--- src/rtl/l0_skew_fifo_pkg.sv ---
// rtl/l0_skew_fifo_pkg.sv - shared defaults and helpers for the input staging buffers
package l0_skew_fifo_pkg;

    localparam int ROW_DEF   = 8;
    localparam int BW_DEF    = 4;
    localparam int DEPTH_DEF = 64;

    function automatic int clog2(input int v);
        int r;
        r = 0;
        for (int i = 0; i < 31; i++) begin
            if ((1 << i) < v) begin
                r = i + 1;
            end
        end
        return r;
    endfunction

endpackage

--- src/rtl/l0_skew_fifo_if.sv ---
// rtl/l0_skew_fifo_if.sv - host write / skewed read bundle of the staging buffer
interface l0_skew_fifo_if
    import l0_skew_fifo_pkg::*;
#(
    parameter int ROW = ROW_DEF,
    parameter int BW  = BW_DEF
);
    logic [ROW*BW-1:0] in;
    logic              wr;
    logic              rd;
    logic              o_full;
    logic              o_ready;
    logic [ROW*BW-1:0] out;
    logic [ROW-1:0]    o_valid;

    modport master (output in, wr, rd, input o_full, o_ready, out, o_valid);
    modport slave  (input in, wr, rd, output o_full, o_ready, out, o_valid);
endinterface

--- src/rtl/l0_skew_fifo_row.sv ---
// rtl/l0_skew_fifo_row.sv - single-row FIFO with registered read data
module fifo_row
    import l0_skew_fifo_pkg::*;
#(
    parameter int bw    = BW_DEF,
    parameter int depth = DEPTH_DEF
) (
    input  logic          clk,
    input  logic          reset,
    input  logic          wr,
    input  logic          rd,
    input  logic [bw-1:0] in,
    output logic [bw-1:0] out,
    output logic          full,
    output logic          empty
);
    localparam int AW = clog2(depth);

    logic [AW:0]   r_wr_ptr;
    logic [AW:0]   r_rd_ptr;
    logic [bw-1:0] r_out;
    logic [bw-1:0] r_mem [depth];
    logic          w_push;
    logic          w_pop;

    // Extra pointer MSB tells full from empty when the address bits match.
    assign empty  = (r_wr_ptr == r_rd_ptr);
    assign full   = (r_wr_ptr[AW] != r_rd_ptr[AW]) &&
                    (r_wr_ptr[AW-1:0] == r_rd_ptr[AW-1:0]);
    assign w_push = wr & ~full;
    assign w_pop  = rd & ~empty;
    assign out    = r_out;

    always_ff @(posedge clk or posedge reset) begin
        if (reset) begin
            r_wr_ptr <= '0;
            r_rd_ptr <= '0;
            r_out    <= '0;
        end else begin
            if (w_push) begin
                r_wr_ptr <= r_wr_ptr + 1'b1;
            end
            if (w_pop) begin
                r_rd_ptr <= r_rd_ptr + 1'b1;
                r_out    <= r_mem[r_rd_ptr[AW-1:0]];
            end
        end
    end

    always_ff @(posedge clk) begin
        if (w_push) begin
            r_mem[r_wr_ptr[AW-1:0]] <= in;
        end
    end

endmodule

--- src/rtl/l0_skew_fifo.sv ---
// rtl/l0_skew_fifo.sv - per-row FIFOs popped in a diagonal wave feeding the MAC rows
module l0_skew_fifo
    import l0_skew_fifo_pkg::*;
#(
    parameter int row   = ROW_DEF,
    parameter int bw    = BW_DEF,
    parameter int depth = DEPTH_DEF
) (
    input  logic           clk,
    input  logic           reset,
    l0_skew_fifo_if.slave  bus
);
    logic [row-1:0]    w_full;
    logic [row-1:0]    w_empty;
    logic [row-1:0]    w_pop_req;
    logic [row*bw-1:0] w_out;
    logic              w_any_full;
    logic              w_push;
    logic [row-1:1]    r_rd_sr;
    logic [row-1:0]    r_valid;

    // o_full comes only from registered pointer state, so rd never unblocks wr in the same cycle.
    assign w_any_full  = |w_full;
    assign w_push      = bus.wr & ~w_any_full;
    assign w_pop_req   = {r_rd_sr, bus.rd};
    assign bus.o_full  = w_any_full;
    assign bus.o_ready = ~w_any_full;
    assign bus.o_valid = r_valid;
    assign bus.out     = w_out;

    always_ff @(posedge clk or posedge reset) begin
        if (reset) begin
            r_rd_sr <= '0;
            r_valid <= '0;
        end else begin
            r_rd_sr <= w_pop_req[row-2:0];
            r_valid <= w_pop_req & ~w_empty;
        end
    end

    for (genvar g = 0; g < row; g++) begin : g_row
        fifo_row #(
            .bw    (bw),
            .depth (depth)
        ) u_row (
            .clk   (clk),
            .reset (reset),
            .wr    (w_push),
            .rd    (w_pop_req[g]),
            .in    (bus.in[bw*g +: bw]),
            .out   (w_out[bw*g +: bw]),
            .full  (w_full[g]),
            .empty (w_empty[g])
        );
    end

endmodule

--- src/flat_wrapper.sv ---
// flat-port wrapper written by rule: the top's interface ports become plain ports
module l0_skew_fifo_flat import l0_skew_fifo_pkg::*;
#(
    parameter int row   = ROW_DEF,
    parameter int bw    = BW_DEF,
    parameter int depth = DEPTH_DEF
)
  (clk, reset, bus_in, bus_wr, bus_rd, bus_o_full, bus_o_ready, bus_out, bus_o_valid);
  l0_skew_fifo_if #(.ROW((8)), .BW((4))) bus_i ();
  input  logic clk;
  input  logic reset;
  input wire logic [$bits(bus_i.in)-1:0] bus_in;
  input wire logic [$bits(bus_i.wr)-1:0] bus_wr;
  input wire logic [$bits(bus_i.rd)-1:0] bus_rd;
  output wire logic [$bits(bus_i.o_full)-1:0] bus_o_full;
  output wire logic [$bits(bus_i.o_ready)-1:0] bus_o_ready;
  output wire logic [$bits(bus_i.out)-1:0] bus_out;
  output wire logic [$bits(bus_i.o_valid)-1:0] bus_o_valid;
  assign bus_i.in = bus_in;
  assign bus_i.wr = bus_wr;
  assign bus_i.rd = bus_rd;
  assign bus_o_full = bus_i.o_full;
  assign bus_o_ready = bus_i.o_ready;
  assign bus_out = bus_i.out;
  assign bus_o_valid = bus_i.o_valid;
  l0_skew_fifo #(.row(row), .bw(bw), .depth(depth)) u_core (.clk(clk), .reset(reset), .bus(bus_i));
endmodule
--- config.mk ---
export PLATFORM = sky130hd
export DESIGN_NAME = l0_skew_fifo_flat
export DESIGN_NICKNAME = d
export VERILOG_FILES = /design/src/rtl/l0_skew_fifo_pkg.sv /design/src/rtl/l0_skew_fifo_if.sv /design/src/rtl/l0_skew_fifo_row.sv /design/src/rtl/l0_skew_fifo.sv /design/src/flat_wrapper.sv
export SDC_FILE = /design/constraint.sdc
export NUM_CORES = 2
export LEC_CHECK = 0
export ABC_CLOCK_PERIOD_IN_PS = 14500
export BUFFER_PORTS_ARGS = -buffer_cell sky130_fd_sc_hd__buf_2
export CORE_UTILIZATION = 40
export DETAILED_ROUTE_END_ITERATION = 8
export MAX_ROUTING_LAYER = met4
export SLEW_MARGIN = 15
export SYNTH_ARGS = -nofsm -noshare
export SYNTH_HDL_FRONTEND = slang
export SYNTH_SLANG_ARGS = --single-unit
--- constraint.sdc ---
create_clock -name clk -period 14.5 [get_ports clk]
set_input_delay 4.35 -clock clk [delete_from_list [all_inputs] [get_ports clk]]
set_output_delay 4.35 -clock clk [all_outputs]
set_load 0.005 [all_outputs]
# After elaboration in Yosys (flattened, before gate mapping)
# Memory sizes are Yosys's and may differ from the RTL's. A register that Yosys moved wholly into a read port is not among the register bits.
# Cells that the tools add are included.
# op_classes
n_addsub,16
mul,0
div_mod_pow,0
magnitude_cmp,0
n_eq_ne,24
n_shift,0
mux,16
bitwise,36
reduce_logical,9
# op_table
op,n
$add A7 B1 Y7 const B,16
$eq A7 B7 Y1,8
$eq A6 B6 Y1,8
$and A1 B1 Y1,17
$not A1 Y1,17
$mux W1,16
$and A8 B8 Y8,1
$logic_and A1 B1 Y1,8
$ne A1 B1 Y1,8
$not A8 Y8,1
$reduce_or A8 Y1,1
# word_totals
reg_bits,127
latchBits,0
ram_bits,2048
mem_bits_ro,0
in_bits,36
output_inout_bits,42
wordCells,127
n_memories,8
# memory_table
memory,depth,width,rd,rd_clocked_by_memory_dff,write_ports,line,rtl
u_core.g_row[0].u_row.r_mem,64,4,1,1,1,l0_skew_fifo_row.sv:22,logic [bw-1:0] r_mem [depth];
u_core.g_row[1].u_row.r_mem,64,4,1,1,1,l0_skew_fifo_row.sv:22,
u_core.g_row[2].u_row.r_mem,64,4,1,1,1,l0_skew_fifo_row.sv:22,
u_core.g_row[3].u_row.r_mem,64,4,1,1,1,l0_skew_fifo_row.sv:22,
u_core.g_row[4].u_row.r_mem,64,4,1,1,1,l0_skew_fifo_row.sv:22,
u_core.g_row[5].u_row.r_mem,64,4,1,1,1,l0_skew_fifo_row.sv:22,
2 more memories,n/a,n/a,n/a,n/a,n/a,n/a,

# Longest topological paths before layout
# depth
ltp_word,8
ltp_mapped,10
mapped_depth_nobuf,6

# Cells and area by module
# Synthesis repeated with hierarchy kept, for this count alone.
# hier_totals
hier_cells,5406
hier_area_um2,90697.0
# by_module_without_submodules
module,instances,cells_per_inst,area_per_inst_um2,seq_area_each_um2
fifo_row,8,672,11278.3,8137.8
l0_skew_fifo,1,30,470.5,375.4

# Least setup slack after synthesis
# OpenSTA, ideal clock, no wires.
# synth_timing
path_type,register -> output
from,register u_core.g_row[1].u_row.r_wr_ptr[1]
to,output bus_o_ready
arrival_time_ps,2170
required_ps,10150
path_slack_ps,7980
path_stages_with_launch,10
n_path_buf,3
path_cell_list,dfrtp_1 -> clkbuf_1 -> xnor2_1 -> nand4_1 -> nor4b_1 -> a2111oi_4 -> nand2_1 -> buf_2 -> clkbuf_1 -> inv_1
# synth_via
elab_chain_len,4
# synth_lines
element,line,rtl
start: declaration,l0_skew_fifo_row.sv:19,logic [AW:0] r_wr_ptr;
start signal: assignment,l0_skew_fifo_row.sv:41,r_wr_ptr <= r_wr_ptr + 1'b1;
$eq A6 B6 Y1,l0_skew_fifo_row.sv:29,(r_wr_ptr[AW-1:0] == r_rd_ptr[AW-1:0]);
$logic_and A1 B1 Y1,l0_skew_fifo_row.sv:28,assign full = (r_wr_ptr[AW] != r_rd_ptr[AW]) &&
$reduce_or A8 Y1,l0_skew_fifo.sv:23,assign w_any_full = |w_full;
named net bus_o_full,flat_wrapper.sv:15,output wire logic [$bits(bus_i.o_full)-1:0] bus_o_full;
$not A1 Y1,l0_skew_fifo.sv:27,assign bus.o_ready = ~w_any_full;
end: declaration,flat_wrapper.sv:16,output wire logic [$bits(bus_i.o_ready)-1:0] bus_o_ready;
# The timed path passes the listed nets, and every way through them passes these cells.

# Worst setup path in the final report
# layout_timing
from,register u_core.g_row[4].u_row.r_rd_ptr[3]
to,output bus_o_full
# layout_via
elab_chain_len,3
# layout_lines
element,line,rtl
start: declaration,l0_skew_fifo_row.sv:20,logic [AW:0] r_rd_ptr;
start signal: assignment,l0_skew_fifo_row.sv:44,r_rd_ptr <= r_rd_ptr + 1'b1;
$eq A6 B6 Y1,l0_skew_fifo_row.sv:29,
$logic_and A1 B1 Y1,l0_skew_fifo_row.sv:28,
$reduce_or A8 Y1,l0_skew_fifo.sv:23,
end: declaration,flat_wrapper.sv:15,
# Every way passes these cells.

==> impl_metrics.env <==
export IMPL_status="finished, final reports clean"
export IMPL_drive_gt1_share_pct=21.35
export IMPL_ctsHoldBuffers=0
export IMPL_htree_levels=4
export IMPL_final_setup_tns_ns=0
export IMPL_antenna_found_initial=3
export IMPL_drc=0
export IMPL_syn_num_nets=4981
export IMPL_pin_count=78
export IMPL_cp_cell_sequence="xnor2_1 > nand4_1 > nor4b_1 > a2111oi_4 > nand2_4 > buf_2"
export IMPL_p_per_area_nw_per_um2=190.0
export IMPL_drv_slew=0
export IMPL_cts_root_buf="clkbuf_16"
export IMPL_nFillCells=18970
export IMPL_final_common_cell="edfxtp_1"
export IMPL_placedCellCount=7672
export IMPL_synth_ff_type="edfxtp_1"
export IMPL_final_setup_viol_count=0
export IMPL_clockBufferDepth=3
export IMPL_finalNonFillerCells=8087
export IMPL_synth_enable_flop_cells=2048
export IMPL_async_flop_share_pct=7.204
export IMPL_fp_dieW_um=476.2
export IMPL_dieArea_um2=226800
export IMPL_clk_pin_slew_ns=0.06
export IMPL_fin_nets=4966
export IMPL_grt_pass1_wl_um=318100
export IMPL_worst_pin_slew_ns=1.177
export IMPL_num_rows=173
export IMPL_worstSetupEndpointType="primary output"
export IMPL_ys_ff_latch=2207
export IMPL_hp_class="reg2reg"
export IMPL_ys_warnings_count=0
export IMPL_drt_wirelength_per_cell_um=26.12
export IMPL_maxSlewHeadroom_pct=20.40
export IMPL_power_mw=19.13
export IMPL_max_freq_mhz=118.0
export IMPL_ant_nets=0
export IMPL_max_vdd_ir_drop_mv=0.1582
export IMPL_syn_cell_area_um2=89950
export IMPL_layout_common_cells="edfxtp_1 (2048), mux4_2 (474), nor3_1 (325), clkbuf_16 (217), mux2i_1 (202)"
export IMPL_yosysSeqAreaShare_pct=72.79
export IMPL_whs_ns=0.4291
export IMPL_p_leak_nw=31.33
export IMPL_gp_congestion=0.8099
export IMPL_drtIter0Drc=4184
export IMPL_port_buffers=77
export IMPL_path_delay_family="simple AND/OR/NAND/NOR gates"
export IMPL_yosys_cell_types_count=67
export IMPL_clk_latency_ns=0.87
export IMPL_dp_hpwl_um=122700
export IMPL_startpoint_type="flop"
export IMPL_cp_max_fo=30
export IMPL_numCtsBuffers=215
export IMPL_grt_max_degree=111
export IMPL_wl_um=211200
export IMPL_ctsResizeCount=0
export IMPL_syn_to_final_growth_pct=11.90
export IMPL_finish_instance_area_um2=100700
export IMPL_track_usage_pct=19.12
export IMPL_crit_required_ns=10.15
export IMPL_via_count=46317
export IMPL_grt_pass1_vias=47539
export IMPL_initial_utilization_pct=40.35
export IMPL_grt_overflow_total=0
export IMPL_maxCapViolCount=0
export IMPL_dr_pass1_iters=5
export IMPL_finalHoldViolations=0
export IMPL_fin_crit_sh_pct=58.47
export IMPL_finalCriticalPeriod_ns=8.478
export IMPL_slowest_stage="nor4b_1"
export IMPL_post_cts_setup_buffers=0
export IMPL_core_area_um2=223000
export IMPL_skew_ns=0.03327
export IMPL_clock_sinks=2207
export IMPL_crit_type="reg2out"
export IMPL_rsz0062_at_grt="false"
export IMPL_postPlaceCellArea_um2=93180
export IMPL_critPathMaxStageDelay_ns=1.01
export IMPL_arrival_ns=4.13
export IMPL_syn_avg_cell_area_um2=18.25
export IMPL_viasPerCell=5.727
export IMPL_path_buf_inv=1
export IMPL_syn_inst=4929
export IMPL_cts_tree="yes"
export IMPL_die_h_um=476.2
-- stage by stage --
step                      worst slack [ns]  utilization, %
after floorplan                      5.858               -
after global placement               6.311           41.79
after detailed placement             6.234           41.80
after CTS                            5.910           45.14
after global routing                 5.783           45.15
final                                6.022           45.15
-- flip-flops by register name, summed over array words and instances (netlist names) --
register,cells
u_core.g_row.u_row.r_rd_ptr,56
u_core.g_row.u_row.out,32
u_core.r_rd_sr,7
u_core.g_row.u_row.r_mem,2048
u_core.bus.o_valid,8
u_core.g_row.u_row.r_wr_ptr,56
-- power breakdown --
group          leakage (nW)  switching [mW]  internal [mW]
clock network          3.63            2.41           3.44
registers              20.3           0.748           7.37
logic                  7.39            2.94           2.22
-- final cells by class --
cell class	instances	area, um^2	share of cell area (%)
sequential	2207	65540	65.11
tap	2975	3722	3.698
timing repair buffer	154	993.5	0.9870
clock buffer	290	5904	5.866
multi-input combinational	2317	22850	22.71
antenna	3	7.507	0.007458
inverter	19	78.83	0.07831
clock inverter	122	1559	1.549
-- synthesized netlist by cell type, drive strengths merged (77+ instances only) --
library cell | instances | area [um^2]
clkbuf | 198 | 743.2
xnor2 | 115 | 1007
mux2i | 202 | 2022
nor4 | 154 | 963.4
nor2 | 182 | 683.2
nand3 | 77 | 385.4
nor3 | 325 | 1627
dfrtp | 159 | 3979
nand2 | 135 | 506.7
mux4 | 474 | 10680
edfxtp | 2048 | 61500
buf | 188 | 850.8
-- cell families after synthesis --
family / count (synthesis) / synth area share (%)
compound gates: 296 / 2.349
xor+xnor: 152 / 1.480
fa+ha+maj: 16 / 0.2226
buf+inv: 405 / 1.851
flops: 2207 / 72.79
mux: 731 / 14.80
simple gates: 1122 / 6.501
-- worst reg2reg max path: stages (launching register included) --
cell and delay [ns]:
dfrtp_1 0.93, xnor2_1 0.20, nand4_1 0.15, nor4b_1 1.01
a2111oi_4 0.21, buf_4 0.44, nand3_4 0.50, buf_4 0.90
buf_4 0.81, nor3_1 0.32
-- layer usage --
metal	GRT usage (%)	share of wire (%)	vias up	routed length [um]
met3	3.380	6.5	319	13640
met4	5.190	2.4	0	5066
met5	-	0	-	0
li1	-	-	20071	-
met1	26.25	43	24241	91230
met2	29.40	48	1686	101300
-- worst paths after layout --
path / from / end / slack [ns] / cells after the start
min in group asynchronous: reset / u_core.g_row[6].u_row.r_rd_ptr[3] / 3.50 / 2
min: u_core.r_rd_sr[6] / u_core.r_rd_sr[7] / 0.43 / 0
min reg2reg: u_core.r_rd_sr[6] / u_core.r_rd_sr[7] / 0.43 / 0
max reg2reg: u_core.g_row[4].u_row.r_rd_ptr[3] / u_core.g_row[0].u_row.r_mem[45][1] / 8.75 / 9
max in group asynchronous: reset / u_core.g_row[1].u_row.r_rd_ptr[1] / 9.59 / 3
max: u_core.g_row[4].u_row.r_rd_ptr[3] / bus_o_full / 6.02 / 6
(Power assumes the default switching activity.)
